**config.mk**
```make
export PLATFORM = sky130hd
export DESIGN_NAME = sample_feeder
export DESIGN_NICKNAME = d
export VERILOG_FILES = /design/src/rtl/sample_feeder.sv
export SDC_FILE = /design/constraint.sdc
export NUM_CORES = 1
export LEC_CHECK = 0
export CAP_MARGIN = 20
export CORE_MARGIN = 3
export CORE_UTILIZATION = 43
export DETAILED_ROUTE_END_ITERATION = 10
export MAX_ROUTING_LAYER = met4
export SETUP_SLACK_MARGIN = 0.3
export SYNTH_ARGS = -nofsm -noshare
export SYNTH_HDL_FRONTEND = slang
export SYNTH_SLANG_ARGS = --single-unit
```
**constraint.sdc**
```tcl
create_clock -name clk -period 7 [get_ports clk]
set_input_delay 1.05 -clock clk [delete_from_list [all_inputs] [get_ports clk]]
set_output_delay 1.05 -clock clk [all_outputs]
set_load 0.01 [all_outputs]
```
**src/rtl/sample_feeder.sv**
```systemverilog
// sample_feeder: DEPTH x 16 sample FIFO feeding a downstream averager.
// Each sample goes out with a data_ready strobe. The averager must then
// acknowledge it with a busy pulse on modwait.
//
// Ports
//   clk          rising-edge clock
//   reset        synchronous, active-high reset
//   wr_en        push wr_data this cycle (dropped when full)
//   wr_data      16-bit sample to enqueue
//   modwait      downstream busy indication
//   sample_data  sample presented downstream, held through the handshake
//   data_ready   strobe, high for STROBE_LEN cycles per sample
//   count        FIFO occupancy, 0..DEPTH
//   full/empty   registered occupancy flags
//   overrun      sticky: a push was dropped because the FIFO was full
//   hs_err       sticky: modwait did not rise within TIMEOUT cycles
//
// state     | meaning
// ----------+--------------------------------------------------------------
// IDLE      | waiting for a queued sample and modwait low; pops on entry out
// STROBE    | data_ready driven high for STROBE_LEN cycles
// WAIT_BUSY | waiting up to TIMEOUT cycles for modwait to rise
// WAIT_DONE | downstream busy; waiting for modwait to fall

module sample_feeder #(
    parameter int DEPTH      = 8,
    parameter int STROBE_LEN = 2,
    parameter int TIMEOUT    = 16
) (
    input  logic                   clk,
    input  logic                   reset,
    input  logic                   wr_en,
    input  logic [15:0]            wr_data,
    input  logic                   modwait,
    output logic [15:0]            sample_data,
    output logic                   data_ready,
    output logic [$clog2(DEPTH):0] count,
    output logic                   full,
    output logic                   empty,
    output logic                   overrun,
    output logic                   hs_err
);

    localparam int AW      = $clog2(DEPTH);
    localparam int TMR_MAX = (STROBE_LEN > TIMEOUT) ? STROBE_LEN : TIMEOUT;
    localparam int TW      = $clog2(TMR_MAX + 1);

    localparam logic [AW:0]   DEPTH_C  = (AW + 1)'(DEPTH);
    localparam logic [TW-1:0] STROBE_C = TW'(STROBE_LEN);
    // The timer terminates on zero, so TIMEOUT-1 gives exactly TIMEOUT waiting cycles.
    localparam logic [TW-1:0] TMO_C    = TW'(TIMEOUT - 1);

    typedef enum logic [1:0] {
        IDLE      = 2'd0,
        STROBE    = 2'd1,
        WAIT_BUSY = 2'd2,
        WAIT_DONE = 2'd3
    } state_t;

    state_t        state;
    logic [TW-1:0] tmr;

    logic [15:0]   mem [DEPTH];
    logic [AW-1:0] wr_ptr;
    logic [AW-1:0] rd_ptr;
    logic [AW:0]   count_nxt;
    logic          push;
    logic          pop;

    // Both decisions use registered flags. A push in the same cycle as a pop
    // from a full FIFO is therefore still dropped.
    assign push = wr_en && !full;
    assign pop  = (state == IDLE) && !empty && !modwait;

    always_comb begin
        count_nxt = count;
        if (push && !pop)
            count_nxt = count + 1'b1;
        else if (pop && !push)
            count_nxt = count - 1'b1;
    end

    always_ff @(posedge clk) begin
        if (push && !reset)
            mem[wr_ptr] <= wr_data;
    end

    always_ff @(posedge clk) begin
        if (reset) begin
            wr_ptr  <= '0;
            rd_ptr  <= '0;
            count   <= '0;
            full    <= 1'b0;
            empty   <= 1'b1;
            overrun <= 1'b0;
        end else begin
            if (push)
                wr_ptr <= wr_ptr + 1'b1;
            if (pop)
                rd_ptr <= rd_ptr + 1'b1;
            if (wr_en && full)
                overrun <= 1'b1;
            count <= count_nxt;
            full  <= (count_nxt == DEPTH_C);
            empty <= (count_nxt == '0);
        end
    end

    always_ff @(posedge clk) begin
        if (reset) begin
            state       <= IDLE;
            tmr         <= '0;
            sample_data <= '0;
            data_ready  <= 1'b0;
            hs_err      <= 1'b0;
        end else begin
            case (state)
                IDLE: begin
                    if (pop) begin
                        sample_data <= mem[rd_ptr];
                        tmr         <= STROBE_C;
                        state       <= STROBE;
                    end
                end
                STROBE: begin
                    // The pop cycle leaves data_ready low. The strobe then
                    // covers the next STROBE_LEN cycles.
                    if (tmr != '0) begin
                        data_ready <= 1'b1;
                        tmr        <= tmr - 1'b1;
                    end else begin
                        data_ready <= 1'b0;
                        tmr        <= TMO_C;
                        state      <= WAIT_BUSY;
                    end
                end
                WAIT_BUSY: begin
                    if (modwait) begin
                        state <= WAIT_DONE;
                    end else if (tmr == '0) begin
                        hs_err <= 1'b1;
                        state  <= IDLE;
                    end else begin
                        tmr <= tmr - 1'b1;
                    end
                end
                WAIT_DONE: begin
                    if (!modwait)
                        state <= IDLE;
                end
                default: state <= IDLE;
            endcase
        end
    end

endmodule

```
* Yosys cells after proc, flatten, opt, wreduce, memory -nomap -nowiden *
Memories as Yosys holds them, arrays and structs flattened. A register that Yosys moved wholly into a read port is not among the register bits.
Index checks and enable logic that the tools add are counted.

word-level totals
  RAM bits = 128
  output and inout bits = 25
  flip-flop bits (word level) = 22
  word-level logic and storage cells = 65
  memories = 1

cells by class
  reductions and logical operators = 22
  equality and inequality tests = 10
  muxes and demuxes = 16
  add/subtract/negate cells = 5
  bitwise logic cells = 1

memory list
  memory  depth  bits a word  rd ports  clocked after Yosys merged registers in  wr ports  RTL line  source
  mem     8      16           1         1                                        1         63        logic [15:0] mem [DEPTH];

operators by type and width
  cell                 count
  $mux 5               4
  $pmux 5 s3           1
  $mux 2               5
  $ne 2x2->1 const B   5
  $mux 4               2
  $pmux 2 s4           1
  $reduce_and 4->1     2
  $logic_and 1x1->1    7
  $add 3x1->3 const B  2
  $logic_not 1->1      6
  $logic_not 5->1      1
  $reduce_bool 5->1    1
  $sub 5x1->5 const B  1
  $add 4x1->4 const B  1
  $eq 2x2->1 const B   2
  $eq 4x4->1 const B   1
  $logic_not 4->1      1
  $sub 4x1->4 const B  1
  $mux 1               3
  $ne 3x3->1 const B   1
  $reduce_and 3->1     1
  $reduce_bool 3->1    1
  $eq 2x1->1 const B   1
  $logic_not 2->1      1
  2 further kinds      2

* Logic depth before layout (Yosys ltp) *
Gate-level depths: netlist (run 1).

  word-level depth = 7
  mapped depth = 8
  mapped depth without buffers = 7

* Worst setup path after synthesis (run 1) *
OpenSTA, ideal clock, no wires.

  kind = input to register
  start = input port reset
  end = memory mem[0][0] (enable)
  stages on the path = 3
  setup time = 436 ps
  slack = 3519 ps
  arrival = 3045 ps
  cell sequence = clkbuf_1 > nor2_1 > nor4b_1

on the way
  cells in the longest elaborated chain, start to end = 4

ends and longest elaborated chain
  item                          RTL line  source
  from (decl)                   31        input logic reset,
  $logic_not 1->1               84        if (push && !reset)
  $logic_and 1x1->1             84
  $mux 1                        84
  $mux 1 (implied by the code)  85        mem[wr_ptr] <= wr_data;
  to (decl)                     63

Every way passes these cells.

* Worst setup path after layout (run 1) *
  start = input port modwait
  end = register empty

on the way
  cells in the longest elaborated chain, start to end = 6

ends and longest elaborated chain
  item                                                  RTL line  source
  from (decl)                                           34        input logic modwait,
  $logic_not 1->1 (*)                                   -
  $logic_and 1x1->1 (*)                                 73        assign pop = (state == IDLE) && !empty && !modwait;
  $logic_and 1x1->1 or $logic_not 1->1 (tied branches)  79, 77
  $mux 4 or $logic_and 1x1->1 (tied branches)           79, 77
  $mux 4 (*)                                            77        if (push && !pop)
  $logic_not 4->1 (*)                                   105       empty <= (count_nxt == '0);
  to (signal assigned)                                  105
  to (decl)                                             39        output logic empty,

Mark *: on every way between the ends. The rest lies on a longest branch, timed or not.
A chain may end at the register's enable or synchronous reset.

==> results_dict.tcl, run 1 <==
set metrics [dict create \
    routed-wl-met2_mm 6.08 \
    status "finished clean" \
    final_common_cell "edfxtp_1" \
    slowest_stage "clkdlybuf4s50_1" \
    cts_tree "done" \
    antenna_found_initial 0 \
    rsz0062_at_grt "no" \
    hpwlAfterDp_mm 7.38 \
    drive_gt1_frac 0.187 \
    hp-class "flop to flop" \
    synth_edf_count 128 \
    relSlewSlack 0.479 \
    synth_nets 431 \
    finalHoldViolCount 0 \
    r2r_end "empty$_SDFF_PP1_" \
    reg2reg_slack_ns 4.64 \
    clock-root-buffer "clkbuf_16" \
    clock_latency_ns 0.43 \
    synth_seq_cells 166 \
    worst_slew_pin_slew_ns 0.779 \
    skew_ns 0.0153 \
    nNetsFinal 485 \
    wl_met3_um 579 \
    overflow 0 \
    post-route-period-util 0.418 \
    dieArea_um2 16900 \
    firstDrtPassIters 6 \
    critPathCapture "empty$_SDFF_PP1_" \
    path_cells "clkdlybuf4s50_1, nor3b_4, buf_4, nor2_1, a22oi_1, mux2_4, o21ba_1" \
    synthFlopType "edfxtp_1" \
    die_h_um 130 \
    crit_arrival_ns 3.28 \
    fin_setup_tns_ns 0 \
    avgSynthCellArea_um2 16.5 \
    pin_count 45 \
    r2r-start "state[0]$_SDFFE_PP0P_" \
    cts_buffers 17 \
    clockBufferDepth 2 \
    ir_drop_mv 0.204 \
    clock_sinks 166 \
    required_ns 7.36 \
    die_x_um 130 \
    htreeDepth 4 \
    synth-xor-area-share 0.00664 \
    num_antenna_cells 0 \
    wl_mm 12.4 \
    grt_pass1_vias 3641 \
    grt_max_degree 43 \
    core_um2 14800 \
    layout_setup_ws_ns 4.07 \
    highest_layer "met4" \
    cts_resized 0 \
    synth-simple-area-share 0.0711 \
    synth_cell_type_count 48 \
    post_cts_buffers 0 \
    fin_cells 650 \
    gp_congestion 0.806 \
    ant_nets 0 \
    met1Wirelength_mm 5.60 \
    combPwrFrac 0.207 \
    pwr-share-clk 0.341 \
    hold_ws_ns 0.480 \
    routedWlPerCell_um 19.1 \
    synth.mux.area_fraction 0.136 \
    period_minus_slack_ns 2.93 \
    rr_worst_depth 8 \
    power_switching_uw 695 \
    start_util 0.447 \
    yosys_warnings 0 \
    worst_setup_path_start_kind "input pin" \
    max_stage_delay_ns 0.56 \
    pre_cts_slack_ns 3.67 \
    cp-startpoint "modwait" \
    dp_cells 619 \
    yosysSeqAreaShare 0.698 \
    vias 3539 \
    path_clk_slew_ns 0.06 \
    synth_compound_area_frac 0.0499 \
    power.internal_mw 1.92 \
    synth_cells 400 \
    p_per_area_nw_per_um2 332 \
    viasPerCell 5.44 \
    critPathCaptureType "flop" \
    criticalPathCategory "input pin to flop" \
    grt.total_usage 0.165 \
    leakage_nw 2.54 \
    mostFrequentLayoutCells "edfxtp_1, clkdlybuf4s50_1, nor2_1" \
    postCtsHoldBufs 0 \
    drcViolationCount 0 \
    synth_top_family_by_area "multiplexers" \
    swShare 0.266 \
    timing.fmax_mhz 342 \
    synthArstFlopShare 0 \
    synthAdderAreaFrac 0.0209 \
    maxCapViolCount 0 \
    drtIter0Drc 197 \
    cp_max_fo 39 \
    netlist_area_um2 6600 \
    area_growth_pct 19.3 \
    portBuffers 44 \
    slew_viol_final 0 \
    grt_pass1_wl_mm 19.9 \
    row_count 44 \
    seq_power_share 0.452 \
    final-setup-viol-count 0 \
]
## logic make-up after synthesis
| group | after synthesis |
|---|---|
| DFF | 166 |
| and+or+nand+nor | 90 |
| AOI/OAI and AO/OA | 50 |
| muxes | 49 |
| buffers and inverters | 29 |
| adders and majority gates | 11 |
| xor gates and xnor gates | 5 |
## worst min-delay path by stage
| stage | from | end | slack, ns | cells after the start |
|---|---|---|---|---|
| floorplan | tmr[0]$_SDFFE_PP0P_ | tmr[0]$_SDFFE_PP0P_ | 0.48 | 2 |
| global placement | hs_err$_SDFFE_PP0P_ | hs_err$_SDFFE_PP0P_ | 0.45 | 2 |
| detailed placement | hs_err$_SDFFE_PP0P_ | hs_err$_SDFFE_PP0P_ | 0.46 | 2 |
| CTS | hs_err$_SDFFE_PP0P_ | hs_err$_SDFFE_PP0P_ | 0.48 | 2 |
| global route | hs_err$_SDFFE_PP0P_ | hs_err$_SDFFE_PP0P_ | 0.50 | 2 |
| finish | hs_err$_SDFFE_PP0P_ | hs_err$_SDFFE_PP0P_ | 0.48 | 2 |
## sequential cells by signal, indices dropped and copies added, names as in the netlist, 2 cells and up
| name | count |
|---|---|
| mem | 128 |
| sample_data | 16 |
| tmr | 5 |
| count | 4 |
| rd_ptr | 3 |
| wr_ptr | 3 |
| state | 2 |
## power groups by stage
stage / sequential [mW] / clock [mW] / combinational, mW
finish: 1.18 / 0.890 / 0.541
global route: 1.19 / 0.954 / 0.605
floorplan: 1.20 / 0 / 0.361
CTS: 1.18 / 0.910 / 0.550
global placement: 1.20 / 0 / 0.536
detailed placement: 1.20 / 0 / 0.548
## cells in the mapped netlist, types with 2 or more instances
master / count / area [um^2]
edfxtp_1: 128 / 3840
dfxtp_1: 38 / 761
nor2_1: 38 / 143
mux4_2: 32 / 721
a211oi_1: 20 / 150
nand2_1: 17 / 63.8
mux2i_1: 16 / 160
clkbuf_1: 13 / 48.8
a21oi_1: 12 / 60.1
ha_1: 11 / 138
nor3_1: 8 / 40.0
inv_1: 7 / 26.3
buf_2: 6 / 30.0
o21ai_0: 6 / 30.0
and3_1: 4 / 25.0
o21ai_1: 3 / 15.0
or3_1: 3 / 18.8
xor2_1: 3 / 26.3
a22oi_1: 2 / 15.0
and2_1: 2 / 12.5
buf_1: 2 / 7.51
or4_1: 2 / 15.0
xnor2_1: 2 / 17.5
## layer usage
metal,GRT usage,up-vias
met1,0.210,1768
met4,0.0587,0
met2,0.261,82
met3,0.0405,12
met5,-,-
li1,-,1677
## critical path, delay by kind of cell
family | cells | cell delay (ns)
buffers and inverters | 2 | 0.96
AND/OR/NAND/NOR | 2 | 0.42
multiplexers | 1 | 0.34
AO/OA/AOI/OAI | 2 | 0.50
## area by class of cell
| cell class | count | area, um^2 |
|---|---|---|
| Sequential cell | 166 | 4610 |
| Multi-Input combinational cell | 205 | 1910 |
| Inverter | 7 | 26.3 |
| Tap cell | 184 | 230 |
| Fill cell | 1186 | 6880 |
| Timing Repair Buffer | 57 | 538 |
| Clock buffer | 19 | 433 |
| Clock inverter | 12 | 129 |
## through the flow
stage,power (mW),area (um^2),util
6_report,2.61,7870,0.533
5_1_grt,2.75,7870,0.533
4_1_cts,2.64,7870,0.533
3_5_place_dp,1.75,7310,0.495
3_3_place_gp,1.74,7310,0.495
2_1_floorplan,1.56,6600,-
Power figures use the tool's default switching activity.
==> run 2: changes to the inputs <==
Clock period 7 ns to 2.77 ns, I/O delays scaled along.
==> results_dict.tcl, run 2 (synthesis gave the netlist of run 1 again) <==
set metrics [dict create \
    regMostFlops "mem" \
    skew_ns 0.00819 \
    path_clk_slew_ns 0.06 \
    grt_pass1_vias 3603 \
    grt_pass1_wl_mm 19.9 \
    htreeDepth 4 \
    viasPerCell 5.48 \
    p_per_area_nw_per_um2 850 \
    pin_count 45 \
    dieArea_um2 16900 \
    start_util 0.447 \
    die_h_um 130 \
    overflow 0 \
    cts_tree "done" \
    required_ns 3.12 \
    n_fill_cell 1215 \
    leakage_nw 2.58 \
    die_x_um 130 \
    fin_setup_tns_ns 0 \
    mostFrequentLayoutCells "edfxtp_1, clkdlybuf4s50_1, nor2_1" \
    grt.total_usage 0.166 \
    postCtsHoldBufs 0 \
    clock-root-buffer "clkbuf_16" \
    worst_setup_path_start_kind "flop" \
    hpwlAfterDp_mm 7.38 \
    slew_viol_final 0 \
    post-route-period-util 0.749 \
    num_antenna_cells 0 \
    post_cts_buffers 0 \
    grt_max_degree 35 \
    final-setup-viol-count 0 \
    routedWlPerCell_um 19.2 \
    criticalPathCategory "flop to flop" \
    reg.largest.list "mem x128, sample_data x16, tmr x5" \
    cts_buffers 17 \
    timing.fmax_mhz 482 \
    clockBufferDepth 2 \
    pre_cts_slack_ns 0.358 \
    portBuffers 44 \
    ir_drop_mv 0.467 \
    worst_slew_pin_slew_ns 0.585 \
    firstDrtPassIters 4 \
    cts_resized 0 \
    final_common_cell "edfxtp_1" \
    relSlewSlack 0.609 \
    area_growth_pct 20.8 \
    nNetsFinal 489 \
    layout_setup_ws_ns 0.694 \
    rsz0062_at_grt "no" \
    crit_arrival_ns 2.42 \
    drive_gt1_frac 0.197 \
    period_minus_slack_ns 2.08 \
    gp_congestion 0.800 \
    cp_max_fo 10 \
    largest_reg_flops 128 \
    status "finished clean" \
    core_um2 14800 \
    drtIter0Drc 195 \
    wl_mm 12.6 \
    maxCapViolCount 0 \
    antenna_found_initial 0 \
    finalHoldViolCount 0 \
    critPathCaptureType "flop" \
    multiInputGateArea_um2 1930 \
    vias 3589 \
    area.sequential_um2 4610 \
    row_count 44 \
    clock_latency_ns 0.42 \
    hp-class "flop to flop" \
    clock_sinks 166 \
    ant_nets 0 \
    drcViolationCount 0 \
]
[run 2: metrics by stage]
stage | total power [mW] | instances | utilization | area, um^2 | hold slack, ns
3_5_place_dp | 4.46 | 623 | 0.499 | 7370 | 0.451
5_1_grt | 7.13 | 655 | 0.540 | 7970 | 0.478
6_report | 6.78 | 655 | 0.540 | 7970 | 0.461
2_1_floorplan | 3.95 | 400 | - | 6620 | 0.475
4_1_cts | 6.86 | 655 | 0.540 | 7970 | 0.462
3_3_place_gp | 4.43 | 623 | 0.499 | 7370 | 0.449
[run 2: worst paths after layout]
path                                 end                   start  cells after the start  slack (ns)
setup / recovery     tmr[4]$_SDFFE_PP0P_     tmr[0]$_SDFFE_PP0P_                      7        0.69
hold / removal    rd_ptr[1]$_SDFFE_PP0P_  rd_ptr[1]$_SDFFE_PP0P_                      2        0.46
setup reg to reg     tmr[4]$_SDFFE_PP0P_     tmr[0]$_SDFFE_PP0P_                      7        0.69
hold reg to reg   rd_ptr[1]$_SDFFE_PP0P_  rd_ptr[1]$_SDFFE_PP0P_                      2        0.46
[run 2: report_power, final]
group          leakage, nW  internal (mW)  switching, mW  total [mW]
logic                0.824          0.701          0.708        1.41
registers             1.47           2.84          0.138        2.98
clock network        0.284           1.43          0.960        2.39
total                 2.58           4.97           1.81        6.78
[run 2: critical path, stage by stage (launching register included)]
cell      delay (ns)
dfxtp_1         0.40
inv_1           0.10
ha_1            0.21
nor4b_2         0.20
o21ai_1         0.17
nand3b_2        0.20
or4_1           0.55
a31oi_1         0.17
[run 2: layout make-up]
type / count / area share
Clock buffer: 18 / 0.0538
Clock inverter: 14 / 0.0215
Inverter: 7 / 0.00330
Multi-Input combinational cell: 205 / 0.242
Sequential cell: 166 / 0.578
Tap cell: 184 / 0.0289
Timing Repair Buffer: 61 / 0.0728
[run 2: routing by layer]
layer	share of wire	GRT usage
met4	0.0068	0.0513
met1	0.45	0.213
met3	0.041	0.0495
met2	0.50	0.259
met5	0	-
==> run 3: changes to the inputs <==
Clock period 2.77 ns to 2.1 ns, I/O delays scaled along.
==> results_dict.tcl, run 3 (synthesis gave the netlist of run 1 again) <==
set metrics [dict create \
    status "finished clean" \
    n_fill_cell 1157 \
    routed-wl-met2_mm 6.53 \
    hold_ws_ns 0.478 \
    mostFrequentLayoutCells "edfxtp_1, clkdlybuf4s50_1, buf_4" \
    layout_setup_ws_ns 0.275 \
    final-setup-viol-count 0 \
    clock-root-buffer "clkbuf_16" \
    rr_worst_depth 7 \
    r2r_end "empty$_SDFF_PP1_" \
    period_minus_slack_ns 1.82 \
    gp_congestion 0.766 \
    regMostFlops "mem" \
    slew_viol_final 0 \
    area_growth_pct 25.7 \
    wl_met3_um 553 \
    grt_pass1_vias 3745 \
    drive_gt1_frac 0.290 \
    cts_buffers 17 \
    cp_max_fo 3 \
    num_antenna_cells 0 \
    reg2reg_slack_ns 0.28 \
    min_delay_path_depth 2 \
    htreeDepth 4 \
    met1Wirelength_mm 5.92 \
    dieArea_um2 16900 \
    required_ns 2.45 \
    criticalPathCategory "flop to flop" \
    viasPerCell 5.46 \
    ant_nets 0 \
    post-route-period-util 0.869 \
    clock_latency_ns 0.42 \
    firstDrtPassIters 4 \
    hpwlAfterDp_mm 8.28 \
    holdCritStartpoint "overrun$_SDFFE_PP0P_" \
    reg.largest.list "mem x128, sample_data x16, tmr x5" \
    min_to "overrun$_SDFFE_PP0P_" \
    fin_util 0.562 \
    grt.total_usage 0.172 \
    largest_reg_flops 128 \
    worst_setup_path_start_kind "flop" \
    row_count 44 \
    die_h_um 130 \
    final_common_cell "edfxtp_1" \
    pre_cts_slack_ns -0.0438 \
    postCtsHoldBufs 0 \
    clockBufferDepth 2 \
    crit_arrival_ns 2.18 \
    power_mw 9.21 \
    cts_tree "done" \
    drcViolationCount 0 \
    leakage_nw 2.73 \
    clock_sinks 166 \
    skew_ns 0.0135 \
    nNetsFinal 518 \
    timing.fmax_mhz 548 \
    worst_slew_pin_slew_ns 0.368 \
    portBuffers 44 \
    relSlewSlack 0.754 \
    maxCapViolCount 0 \
    core_um2 14800 \
    drtIter0Drc 216 \
    routedWlPerCell_um 19.3 \
    die_x_um 130 \
    rsz0062_at_grt "yes" \
    antenna_found_initial 0 \
    overflow 0 \
    ir_drop_mv 0.672 \
    finalHoldViolCount 0 \
    grt_max_degree 28 \
    path_clk_slew_ns 0.06 \
    p_per_area_nw_per_um2 1110 \
    grt_pass1_wl_mm 20.7 \
    start_util 0.447 \
    r2r-start "state[1]$_SDFFE_PP0P_" \
    highest_layer "met4" \
    critPathCaptureType "flop" \
    vias 3738 \
    pin_count 45 \
    hp-class "flop to flop" \
    wl_mm 13.2 \
]
run 3: changes by cell type in the layout (fill, tap and decap cells not counted), moves of 3 or more:
cell,previous run,this run
buf_4,16,42
buf_12,1,4
dfxtp_1,37,32
inv_1,7,3
nor2_1,38,35
dfxtp_2,1,4
nor2_2,1,4
ha_1,11,8
run 3: how the worst max path moves through the flow:
stage | from | end | slack [ns] | depth (start not counted)
after global routing | state[1]$_SDFFE_PP0P_ | empty$_SDFF_PP1_ | 0.19 | 7
after detailed placement | modwait | full$_SDFF_PP0_ | -0.04 | 8
final | state[1]$_SDFFE_PP0P_ | empty$_SDFF_PP1_ | 0.28 | 7
after floorplan | full$_SDFF_PP0_ | mem[0][0]$_DFFE_PP_ | 0.07 | 3
after global placement | modwait | full$_SDFF_PP0_ | -0.01 | 8
after CTS | state[0]$_SDFFE_PP0P_ | empty$_SDFF_PP1_ | 0.24 | 7
run 3: layout make-up:
cell class	count	area [um^2]	area share
timing repair buffer	90	836	0.101
sequential	166	4620	0.557
multi-input combinational	205	2020	0.243
inverter	7	31.3	0.00377
clock inverter	12	116	0.0140
clock buffer	20	447	0.0538
tap	184	230	0.0278
run 3: routing by layer:
layer	track usage	vias to the layer above
met3	0.0458	16
met1	0.223	1908
met4	0.0495	0
met5	-	-
li1	-	1734
met2	0.271	80
run 3: where the power goes:
part	internal (mW)	switching, mW	total (mW)	leakage [nW]
combinational	1.25	1.08	2.32	0.992
clock	1.68	1.27	2.95	0.271
sequential	3.76	0.172	3.94	1.47
run 3: what timing repair did:
action	in CTS	in global routing
resized for setup	11	10
endpoints found under the hold margin	0	0
pin swaps	4	7
setup endpoints to repair	9	8
setup buffers	6	3
run 3: stage by stage:
stage	instances	TNS, ns	instance area, um^2
4_1_cts	681	0	8240
3_3_place_gp	643	-0.0102	7590
6_report	684	0	8300
3_5_place_dp	643	-0.0868	7590
2_1_floorplan	400	0	6670
5_1_grt	684	0	8300
run 3: worst max-delay path: stages (launching register included):
cell     delay, ns
dfxtp_4       0.36
inv_4         0.06
ha_4          0.13
or3b_4        0.39
and3_4        0.16
or3_4         0.33
a22oi_2       0.19
o21ba_1       0.15
